## config.mk

```make
export PLATFORM = sky130hd
export DESIGN_NAME = multi_cycle_control
export DESIGN_NICKNAME = d
export VERILOG_FILES = /design/src/rtl/mips_defs.sv /design/src/rtl/mc_op_decode.sv /design/src/rtl/multi_cycle_control.sv
export SDC_FILE = /design/constraint.sdc
export NUM_CORES = 1
export LEC_CHECK = 0
export CAP_MARGIN = 0
export CORE_MARGIN = 2
export CORE_UTILIZATION = 35
export DETAILED_ROUTE_END_ITERATION = 7
export PLACE_DENSITY_LB_ADDON = 0.3
export RECOVER_POWER = 25
export SLEW_MARGIN = 15
export SYNTH_ARGS = -nofsm -noshare
export SYNTH_HDL_FRONTEND = slang
export SYNTH_HIERARCHICAL = 1
export SYNTH_SLANG_ARGS = --single-unit
```

## constraint.sdc

```tcl
create_clock -name clk -period 1.9 [get_ports clk]
set_clock_uncertainty 0.1 [all_clocks]
set_input_delay 0.38 -clock clk [delete_from_list [all_inputs] [get_ports clk]]
set_output_delay 0.38 -clock clk [all_outputs]
set_load 0.02 [all_outputs]
```

## src/rtl/mips_defs.sv

```systemverilog
// Shared MIPS multi-cycle definitions: opcodes, FSM state encoding and
// datapath select encodings used by the control unit.
package mips_defs;
  localparam int OP_WIDTH    = 6;
  localparam int ALUOP_WIDTH = 3;

  localparam logic [5:0] OP_ADD   = 6'b000000;
  localparam logic [5:0] OP_SUB   = 6'b000001;
  localparam logic [5:0] OP_ADDIU = 6'b000010;
  localparam logic [5:0] OP_AND   = 6'b010000;
  localparam logic [5:0] OP_ANDI  = 6'b010001;
  localparam logic [5:0] OP_ORI   = 6'b010010;
  localparam logic [5:0] OP_SLL   = 6'b011000;
  localparam logic [5:0] OP_SLT   = 6'b100110;
  localparam logic [5:0] OP_SLTI  = 6'b100111;
  localparam logic [5:0] OP_SW    = 6'b110000;
  localparam logic [5:0] OP_LW    = 6'b110001;
  localparam logic [5:0] OP_BEQ   = 6'b110100;
  localparam logic [5:0] OP_BNE   = 6'b110101;
  localparam logic [5:0] OP_BLTZ  = 6'b110110;
  localparam logic [5:0] OP_J     = 6'b111000;
  localparam logic [5:0] OP_JR    = 6'b111001;
  localparam logic [5:0] OP_JAL   = 6'b111010;
  localparam logic [5:0] OP_HALT  = 6'b111111;

  typedef enum logic [2:0] {
    S_IF     = 3'b000,
    S_ID     = 3'b001,
    S_EXE_LS = 3'b010,
    S_MEM    = 3'b011,
    S_WB_LD  = 3'b100,
    S_EXE_BR = 3'b101,
    S_EXE_AL = 3'b110,
    S_WB_AL  = 3'b111
  } state_t;

  localparam logic [2:0] ALU_ADD  = 3'b000;
  localparam logic [2:0] ALU_SUB  = 3'b001;
  localparam logic [2:0] ALU_SLL  = 3'b010;
  localparam logic [2:0] ALU_OR   = 3'b011;
  localparam logic [2:0] ALU_AND  = 3'b100;
  localparam logic [2:0] ALU_SLTU = 3'b101;
  localparam logic [2:0] ALU_SLT  = 3'b110;
  localparam logic [2:0] ALU_XOR  = 3'b111;

  localparam logic [1:0] PC_NEXT = 2'b00;
  localparam logic [1:0] PC_BR   = 2'b01;
  localparam logic [1:0] PC_RS   = 2'b10;
  localparam logic [1:0] PC_JMP  = 2'b11;

  localparam logic [1:0] RD_RA = 2'b00;
  localparam logic [1:0] RD_RT = 2'b01;
  localparam logic [1:0] RD_RD = 2'b10;

  // Address arithmetic for lw/sw and branch compares both use the adder paths.
  function automatic logic [ALUOP_WIDTH-1:0] alu_sel(input logic [OP_WIDTH-1:0] op);
    case (op)
      OP_SUB, OP_BEQ, OP_BNE, OP_BLTZ: alu_sel = ALU_SUB;
      OP_AND, OP_ANDI:                 alu_sel = ALU_AND;
      OP_ORI:                          alu_sel = ALU_OR;
      OP_SLL:                          alu_sel = ALU_SLL;
      OP_SLT, OP_SLTI:                 alu_sel = ALU_SLT;
      default:                         alu_sel = ALU_ADD;
    endcase
  endfunction

  function automatic logic sext_sel(input logic [OP_WIDTH-1:0] op);
    case (op)
      OP_ADDIU, OP_SLTI, OP_LW, OP_SW,
      OP_BEQ, OP_BNE, OP_BLTZ:         sext_sel = 1'b1;
      default:                         sext_sel = 1'b0;
    endcase
  endfunction
endpackage

```

## src/rtl/mc_op_decode.sv

```systemverilog
// Opcode classifier: splits the opcode space into the instruction classes
// that steer the multi-cycle FSM.
module mc_op_decode
  import mips_defs::*;
#(
  parameter int              OP_W    = OP_WIDTH,
  parameter logic [OP_W-1:0] HALT_OP = OP_HALT
) (
  input  logic [OP_W-1:0] op,
  output logic            is_rtype,
  output logic            is_imm,
  output logic            is_ls,
  output logic            is_br,
  output logic            is_jmp,
  output logic            is_halt
);
  always_comb begin
    is_rtype = 1'b0;
    is_imm   = 1'b0;
    is_ls    = 1'b0;
    is_br    = 1'b0;
    is_jmp   = 1'b0;
    is_halt  = (op == HALT_OP);
    case (op)
      OP_ADD, OP_SUB, OP_AND, OP_SLL, OP_SLT: is_rtype = 1'b1;
      OP_ADDIU, OP_ANDI, OP_ORI, OP_SLTI:     is_imm   = 1'b1;
      OP_SW, OP_LW:                           is_ls    = 1'b1;
      OP_BEQ, OP_BNE, OP_BLTZ:                is_br    = 1'b1;
      OP_J, OP_JR, OP_JAL:                    is_jmp   = 1'b1;
      default: ;
    endcase
  end
endmodule

```

## src/rtl/multi_cycle_control.sv

```systemverilog
// Multi-cycle MIPS sequencer: IF/ID/EXE/MEM/WB FSM with datapath controls
// decoded combinationally from the current state and the live opcode.
module multi_cycle_control
  import mips_defs::*;
#(
  parameter int              OP_W    = OP_WIDTH,
  parameter int              ALUOP_W = ALUOP_WIDTH,
  parameter logic [OP_W-1:0] HALT_OP = OP_HALT
) (
  input  logic               clk,
  input  logic               Rst,
  input  logic [OP_W-1:0]    Op,
  input  logic               zero,
  input  logic               sign,
  output logic               PCWre,
  output logic               IRWre,
  output logic               InsMemRW,
  output logic               ALUSrcA,
  output logic               ALUSrcB,
  output logic               ExtSel,
  output logic [ALUOP_W-1:0] ALUOp,
  output logic               mRD,
  output logic               mWR,
  output logic               DBDataSrc,
  output logic [1:0]         RegDst,
  output logic               WrRegDSrc,
  output logic               RegWre,
  output logic [1:0]         PCSrc,
  output logic               InstrDone,
  output logic [2:0]         State
);
  state_t state, state_nxt;
  logic   is_rtype, is_imm, is_ls, is_br, is_jmp, is_halt, is_unk, taken;

  mc_op_decode #(.OP_W(OP_W), .HALT_OP(HALT_OP)) u_dec (
    .op      (Op),
    .is_rtype(is_rtype),
    .is_imm  (is_imm),
    .is_ls   (is_ls),
    .is_br   (is_br),
    .is_jmp  (is_jmp),
    .is_halt (is_halt)
  );

  // Unrecognised opcodes retire from ID like a nop.
  assign is_unk = ~(is_rtype | is_imm | is_ls | is_br | is_jmp | is_halt);
  assign taken  = ((Op == OP_BEQ) & zero) | ((Op == OP_BNE) & ~zero) |
                  ((Op == OP_BLTZ) & sign);

  always_ff @(posedge clk or negedge Rst)
    if (!Rst) state <= S_IF;
    else      state <= state_nxt;

  always_comb begin
    state_nxt = S_IF;
    case (state)
      S_IF:     state_nxt = S_ID;
      S_ID:     if (is_br)                state_nxt = S_EXE_BR;
                else if (is_ls)           state_nxt = S_EXE_LS;
                else if (is_rtype | is_imm) state_nxt = S_EXE_AL;
                else                      state_nxt = S_IF;
      S_EXE_AL: state_nxt = S_WB_AL;
      S_EXE_LS: state_nxt = S_MEM;
      S_MEM:    state_nxt = (Op == OP_LW) ? S_WB_LD : S_IF;
      default:  state_nxt = S_IF;
    endcase
  end

  always_comb begin
    PCWre     = 1'b0;
    IRWre     = 1'b0;
    InsMemRW  = 1'b0;
    ALUSrcA   = 1'b0;
    ALUSrcB   = 1'b0;
    ExtSel    = 1'b0;
    ALUOp     = '0;
    mRD       = 1'b0;
    mWR       = 1'b0;
    DBDataSrc = 1'b0;
    RegDst    = RD_RA;
    WrRegDSrc = 1'b0;
    RegWre    = 1'b0;
    PCSrc     = PC_NEXT;
    case (state)
      S_IF: begin
        InsMemRW = 1'b1;
        IRWre    = 1'b1;
      end
      S_ID: begin
        PCWre = is_jmp | is_unk;
        case (Op)
          OP_J:   PCSrc = PC_JMP;
          OP_JR:  PCSrc = PC_RS;
          OP_JAL: begin
            PCSrc  = PC_JMP;
            RegWre = 1'b1;
          end
          default: ;
        endcase
      end
      S_EXE_AL, S_EXE_LS, S_EXE_BR: begin
        ALUSrcA = (Op == OP_SLL);
        ALUSrcB = is_imm | is_ls;
        ExtSel  = sext_sel(Op);
        ALUOp   = alu_sel(Op);
        if (state == S_EXE_BR) begin
          PCWre = 1'b1;
          PCSrc = taken ? PC_BR : PC_NEXT;
        end
      end
      S_MEM: begin
        mRD   = (Op == OP_LW);
        mWR   = (Op == OP_SW);
        PCWre = (Op == OP_SW);
      end
      S_WB_AL: begin
        RegWre    = 1'b1;
        WrRegDSrc = 1'b1;
        RegDst    = is_rtype ? RD_RD : RD_RT;
        PCWre     = 1'b1;
      end
      S_WB_LD: begin
        RegWre    = 1'b1;
        DBDataSrc = 1'b1;
        RegDst    = RD_RT;
        WrRegDSrc = 1'b1;
        PCWre     = 1'b1;
      end
      default: ;
    endcase
  end

  assign InstrDone = PCWre;
  assign State     = state;
endmodule
```

==> impl_metrics.json, run 1 <==
{
  "numCtsBuffers": 3,
  "multi_input_area_sq_um": 746,
  "reg2reg_to": "State[2]$_DFF_PN0_",
  "start_util_pct": 37.0,
  "synth_edf_count": 0,
  "syn_to_final_growth_pct": 144,
  "r2r_start": "State[0]$_DFF_PN0_",
  "clock-sinks": 3,
  "final_common_cell": "buf_4",
  "holdWs_ps": 294,
  "cp.required_ps": 1420,
  "hold_viol": 0,
  "dr_total_vias": 1150,
  "nNetsFinal": 177,
  "fmax_mhz": 429,
  "place.gp.congestion": 0.893,
  "viasPerCell": 6.02,
  "worstRegToRegCells": 6,
  "design.core.area_sq_um": 1710,
  "yosysWarnings": 6,
  "layout-drive-gt1-share_pct": 70.5,
  "slew_headroom_pct": 80.0,
  "cts_buffer_depth": 2,
  "r2r_slack_ps": 250,
  "die_area_sq_um": 2160,
  "synthArstFlopShare_pct": 100,
  "post-route-min-period_ps": 2330,
  "p_leak_uw": 0.000696,
  "first_global_vias": 987,
  "yosys_register_bits": 3,
  "syn_area_sq_um": 632,
  "power_density_nw_per_um2": 863,
  "routed_wirelength_mm": 3.73,
  "dr.pass1.iters": 4,
  "crit_path_max_fanout": 2,
  "fin_util_pct": 90.4,
  "drt-initial-drc-count": 57,
  "final_cell_mix": "buf_4 (40), buf_6 (18), nor2_1 (11), nor3_2 (5), nor2_2 (5)",
  "drc": 0,
  "setup_viol": 15,
  "cap_violations": 0,
  "clk_pin_slew_ps": 50,
  "worst_setup_path_start_kind": "flip-flop",
  "die_y_um": 46.5,
  "ios": 32,
  "finalCritPeriodShare_pct": 123,
  "tightest_slew_ps": 299,
  "ant_nets": 0,
  "seq_area_frac_synth_pct": 11.9,
  "n_antenna_cell": 0,
  "syn_area_per_cell_sq_um": 6.65,
  "grt_max_degree": 13,
  "rows": 15,
  "insertion_delay_ps": 250,
  "dp.final_hpwl_mm": 1.85,
  "wl_per_cell_um": 19.5,
  "syn-num-nets": 105,
  "final-seq-area_sq_um": 77.6,
  "htree_levels": 1,
  "cp.arrival_ps": 1850,
  "cts_root_buf": "clkbuf_4",
  "netlist_instances": 95,
  "nFillCells": 69,
  "rsz0062_at_grt": "true",
  "max-vdd-ir-drop_mv": 0.859,
  "failed_checks": "setup timing",
  "grtUsageTotal_pct": 29.1,
  "ys_types": 39,
  "die_w_um": 46.5,
  "grt_first_pass_wirelength_mm": 4.44,
  "cts_hold_buf": 0,
  "overflow": 0,
  "ys.flop_type": "dfrtp_1",
  "outcome": "finished with violations",
  "largest_register_ffs": 3,
  "port_buffers": 31,
  "hold_class": "input port to asynchronous set/reset pin",
  "setup_ws_ps": -428,
  "cp-end-kind": "primary output",
  "tritoncts": "built",
  "antenna_found_initial": 0,
  "drv_slew": 0,
  "criticalPathCategory": "flip-flop to primary output"
}
[cells by family (layout without fill, tap and decap cells)]
kind of cell / Yosys count / in the layout / synth area share [%]
multiplexers: 1 / 1 / 1.58
buffers and inverters: 6 / 77 / 5.15
AO/OA/AOI/OAI: 19 / 19 / 20.8
flip-flops: 3 / 3 / 11.9
XOR/XNOR: 1 / 1 / 1.39
AND/OR/NAND/NOR: 65 / 65 / 59.2
[critical path, stage by stage, from the launching register on]
cell      delay, ps
dfrtp_2         420
or4b_4          500
nor3b_2         190
and2b_2         190
a2111o_1        160
buf_6           140
[cells in the mapped netlist (2+ instances only)]
| library cell | number | area (sq um) |
|---|---|---|
| a21oi_1 | 6 | 30.0 |
| nor3_1 | 11 | 55.1 |
| o21bai_1 | 2 | 15.0 |
| nor2b_1 | 5 | 31.3 |
| dfrtp_1 | 3 | 75.1 |
| and2_1 | 2 | 12.5 |
| nand3_1 | 3 | 15.0 |
| nand3b_1 | 2 | 15.0 |
| buf_4 | 2 | 15.0 |
| o22ai_1 | 2 | 12.5 |
| nor2_1 | 16 | 60.1 |
| or2_2 | 2 | 12.5 |
| nand2_1 | 5 | 18.8 |
| buf_2 | 2 | 10.0 |
| nand4_1 | 2 | 12.5 |
| nor3b_1 | 3 | 22.5 |
| nand2b_1 | 5 | 31.3 |
[routing by layer]
layer / GRT usage, % / vias to the layer above / wire length, um
li1: - / 494 / -
met5: 0 / - / 0
met4: 15.4 / 0 / 144
met3: 3.14 / 14 / 212
met2: 53.3 / 75 / 1950
met1: 32.0 / 567 / 1420
[final cells by class]
cell class / count / share of cell area [%]
Multi-Input combinational cell: 86 / 48.3
Clock buffer: 4 / 1.70
Inverter: 1 / 0.405
Tap cell: 25 / 2.03
Timing Repair Buffer: 72 / 42.5
Sequential cell: 3 / 5.02
[stage by stage]
stage | area, sq um | instances | setup slack [ps] | total power [uW] | TNS (ps)
2_1_floorplan | 667 | 95 | -344 | 505 | -720
3_5_place_dp | 1240 | 181 | -1290 | 895 | -16210
6_report | 1540 | 191 | -428 | 1330 | -3170
4_1_cts | 1380 | 187 | -337 | 1100 | -1680
3_3_place_gp | 1240 | 181 | -1110 | 871 | -14900
5_1_grt | 1540 | 191 | -455 | 1390 | -3840
[how the worst max path moves through the flow]
| stage | start | to |
|---|---|---|
| after global placement | Op[5] | PCWre |
| after global routing | Op[0] | InstrDone |
| after detailed placement | Op[5] | PCWre |
| after CTS | State[2]$_DFF_PN0_ | InstrDone |
| after floorplan | State[2]$_DFF_PN0_ | PCWre |
| final | State[2]$_DFF_PN0_ | InstrDone |
[power by group]
part / internal, uW / switching (uW)
Combinational: 548 / 533
Clock: 79.9 / 51.6
Sequential: 88.2 / 31.9
Total: 716 / 616
[what timing repair did]
item / in CTS / in global routing
setup endpoints to repair: 21 / 20
gates cloned: 0 / 0
setup buffers: 4 / 5
pin swaps: 23 / 17
resized for setup: 154 / 41
Power figures use the tool's default switching activity.
==> run 2: changes to the inputs <==
ABC_CLOCK_PERIOD_IN_PS = 1900   (was default)
CORE_ASPECT_RATIO = 1.2   (was default)
==> impl_metrics.json, run 2 <==
{
  "grt_max_degree": 10,
  "die_w_um": 42.8,
  "numCtsBuffers": 3,
  "syn_area_sq_um": 632,
  "ios": 32,
  "rows": 16,
  "yosysWarnings": 6,
  "netlist_instances": 95,
  "cts_hold_buf": 0,
  "clock-sinks": 3,
  "die_y_um": 50.5,
  "syn_area_per_cell_sq_um": 6.65,
  "outcome": "stopped before the end",
  "cts_root_buf": "clkbuf_4",
  "syn-num-nets": 105,
  "antenna_found_initial": 0,
  "cts_buffer_depth": 2,
  "yosys_register_bits": 3,
  "port_buffers": 31,
  "crit_endpoint": "InstrDone",
  "synth_edf_count": 0,
  "htree_levels": 1,
  "synthTopCellsByArea": "dfrtp_1 (12%), nor2_1 (9.5%), nor3_1 (8.7%), nand2b_1 (5.0%), nor2b_1 (5.0%)",
  "ys_types": 39,
  "ys.flop_type": "dfrtp_1",
  "synthArstFlopShare_pct": 100,
  "start_util_pct": 38.0,
  "endpoint_type": "top-level output",
  "dpl.cell_count": 177,
  "haltStage": "global routing (5_1_grt)",
  "error": "[ERROR DPL-0033] detailed placement checks failed during check placement.",
  "synth.largest_area_cell": "dfrtp_1",
  "synth_most_common_cell": "nor2_1",
  "synthTopCellsByCount": "nor2_1 (16), nor3_1 (11), a21oi_1 (6)",
  "place.gp.congestion": 0.818,
  "netlist.area_leader.share_pct": 11.9,
  "seq_area_frac_synth_pct": 11.9,
  "dp.final_hpwl_mm": 1.87
}
-- run 2: logic make-up after synthesis --
| kind of cell | share of synthesized area (%) |
|---|---|
| AND/OR/NAND/NOR | 59.2 |
| flip-flops | 11.9 |
| buffers and inverters | 5.15 |
| multiplexers | 1.58 |
| AO/OA/AOI/OAI | 20.8 |
| XOR/XNOR | 1.39 |
-- run 2: per-stage QoR --
| stage | instance area, sq um | util [%] | setup TNS (ps) | hold WS [ps] | worst slack, ps |
|---|---|---|---|---|---|
| floorplan | 667 | - | -720 | -15.6 | -344 |
| global placement | 1250 | 75.4 | -15380 | 467 | -1130 |
| detailed placement | 1250 | 75.4 | -16400 | 482 | -1220 |
| CTS | 1510 | 90.6 | -2460 | 228 | -386 |
-- run 2: what timing repair did --
action | 4_1_cts
endpoints found under the setup margin | 21
resized for setup | 168
pin swaps | 22
endpoints found under the hold margin | 0
buffers inserted | 11
==> run 3: changes to the inputs <==
ABC_CLOCK_PERIOD_IN_PS = 2500   (was 1900)
CORE_AREA = 2 2 63 65   (was default)
CORE_ASPECT_RATIO = default   (was 1.2)
CORE_MARGIN = default   (was 2)
CORE_UTILIZATION = default   (was 35)
DIE_AREA = 0 0 65 67   (was default)
PLACE_DENSITY_LB_ADDON = 0.15   (was 0.3)
clock period = 2.5 ns   (was 1.9 ns; I/O delays follow)
==> impl_metrics.json, run 3 (synthesized netlist as in run 1, its figures left out) <==
{
  "fmax_mhz": 405,
  "htree_levels": 1,
  "rsz0062_at_grt": "true",
  "power_density_nw_per_um2": 604,
  "final-seq-area_sq_um": 75.1,
  "cp.required_ps": 1900,
  "ios": 32,
  "tightest_slew_ps": 523,
  "syn_to_final_growth_pct": 113,
  "setup_viol": 0,
  "nFillCells": 384,
  "grt_max_degree": 13,
  "routed_wirelength_mm": 2.48,
  "cp.arrival_ps": 1870,
  "p_leak_uw": 0.000580,
  "cap_violations": 0,
  "start_util_pct": 17.5,
  "p_int_uw": 475,
  "antenna_found_initial": 0,
  "numCtsBuffers": 3,
  "overflow": 0,
  "outcome": "completed",
  "largest_register_ffs": 3,
  "die_area_sq_um": 4360,
  "n_antenna_cell": 0,
  "dr.pass1.iters": 4,
  "wl_per_cell_um": 12.1,
  "stdcell_count": 205,
  "final_cell_mix": "buf_4 (30), nor2_1 (16), nor3_1 (8), clkdlybuf4s50_1 (8), buf_6 (7)",
  "rows": 22,
  "clockPowerShare_pct": 16.9,
  "cts_root_buf": "clkbuf_8",
  "clk_pin_slew_ps": 30,
  "grtUsageTotal_pct": 12.6,
  "design.core.area_sq_um": 3610,
  "cts_hold_buf": 0,
  "max-vdd-ir-drop_mv": 0.180,
  "dpl.cell_count": 200,
  "finalCritPeriodShare_pct": 98.8,
  "setup_ws_ps": 31.2,
  "place_ws_ps": -875,
  "seqPwrFrac_pct": 10.0,
  "drt-initial-drc-count": 16,
  "dp.final_hpwl_mm": 1.97,
  "insertion_delay_ps": 210,
  "multi_input_area_sq_um": 621,
  "combPwrFrac_pct": 73.1,
  "die_w_um": 65,
  "swShare_pct": 41.7,
  "hold_viol": 0,
  "first_global_vias": 938,
  "tritoncts": "built",
  "drv_slew": 0,
  "clock-sinks": 3,
  "port_buffers": 31,
  "cp-end-kind": "primary output",
  "setup_tns_ps": 0,
  "power_switching_uw": 340,
  "nNetsFinal": 168,
  "power_uw": 815,
  "criticalPathCategory": "input port to primary output",
  "holdWs_ps": 439,
  "worst_setup_path_start_kind": "input port",
  "crit_path_max_fanout": 8,
  "slew_headroom_pct": 65.1,
  "viasPerCell": 4.49,
  "die_y_um": 67,
  "ant_nets": 0,
  "post-route-min-period_ps": 2470,
  "final_common_cell": "buf_4",
  "layout-drive-gt1-share_pct": 46.5,
  "drc": 0,
  "hold_class": "input port to asynchronous set/reset pin",
  "dr_total_vias": 920,
  "place.gp.congestion": 0.801,
  "cts_buffer_depth": 2,
  "grt_first_pass_wirelength_mm": 4.33
}
run 3: what timing repair did:
item	CTS	global route
setup buffers	0	1
setup endpoints to repair	16	13
hold endpoints to repair	0	0
gates resized for setup	73	31
pin swaps	6	7
run 3: worst paths after layout:
kind | from | to | slack (ps) | depth (start not counted)
max in group asynchronous | Rst | State[2]$_DFF_PN0_ | 1710 | 1
setup / recovery | Op[2] | InstrDone | 30 | 9
setup reg to reg | State[2]$_DFF_PN0_ | State[2]$_DFF_PN0_ | 950 | 4
min in group clk | State[0]$_DFF_PN0_ | State[0]$_DFF_PN0_ | 530 | 2
hold reg to reg | State[0]$_DFF_PN0_ | State[0]$_DFF_PN0_ | 530 | 2
hold / removal | Rst | State[0]$_DFF_PN0_ | 440 | 1
run 3: critical path, stage by stage:
cell and delay [ps]:
buf_12 110, buf_6 110, nor3_4 160, o21ai_2 80, a21oi_2 150, nor3_2 70
nor3b_2 150, a2111o_1 390, buf_6 150
run 3: final cells by class:
class / instances / area share (%)
Timing Repair Buffer: 63 / 40.4
Tap cell: 48 / 4.45
Multi-Input combinational cell: 86 / 46.0
Inverter: 1 / 0.278
Sequential cell: 3 / 5.57
Clock buffer: 4 / 3.34
run 3: power by group through the flow:
stage               logic [uW]  registers [uW]  clock network, uW
finish                     595            81.5                138
detailed placement         560            81.2                  0
CTS                        559            80.9                141
global placement           561            82.5                  0
floorplan                  252             113                  0
global route               647            83.8                146
run 3: through the flow:
stage	util, %	cell area, sq um
after CTS	35.3	1270
final	37.4	1350
after detailed placement	33.4	1210
after global routing	37.4	1350
after floorplan	-	632
after global placement	33.4	1210
run 3: metal layers:
metal,GRT usage (%),part of all wire [%],up-vias
met5,0,0,-
met4,3.19,0.24,0
met3,2.36,6.9,2
met2,21.3,49,29
met1,16.3,44,413
li1,-,-,476
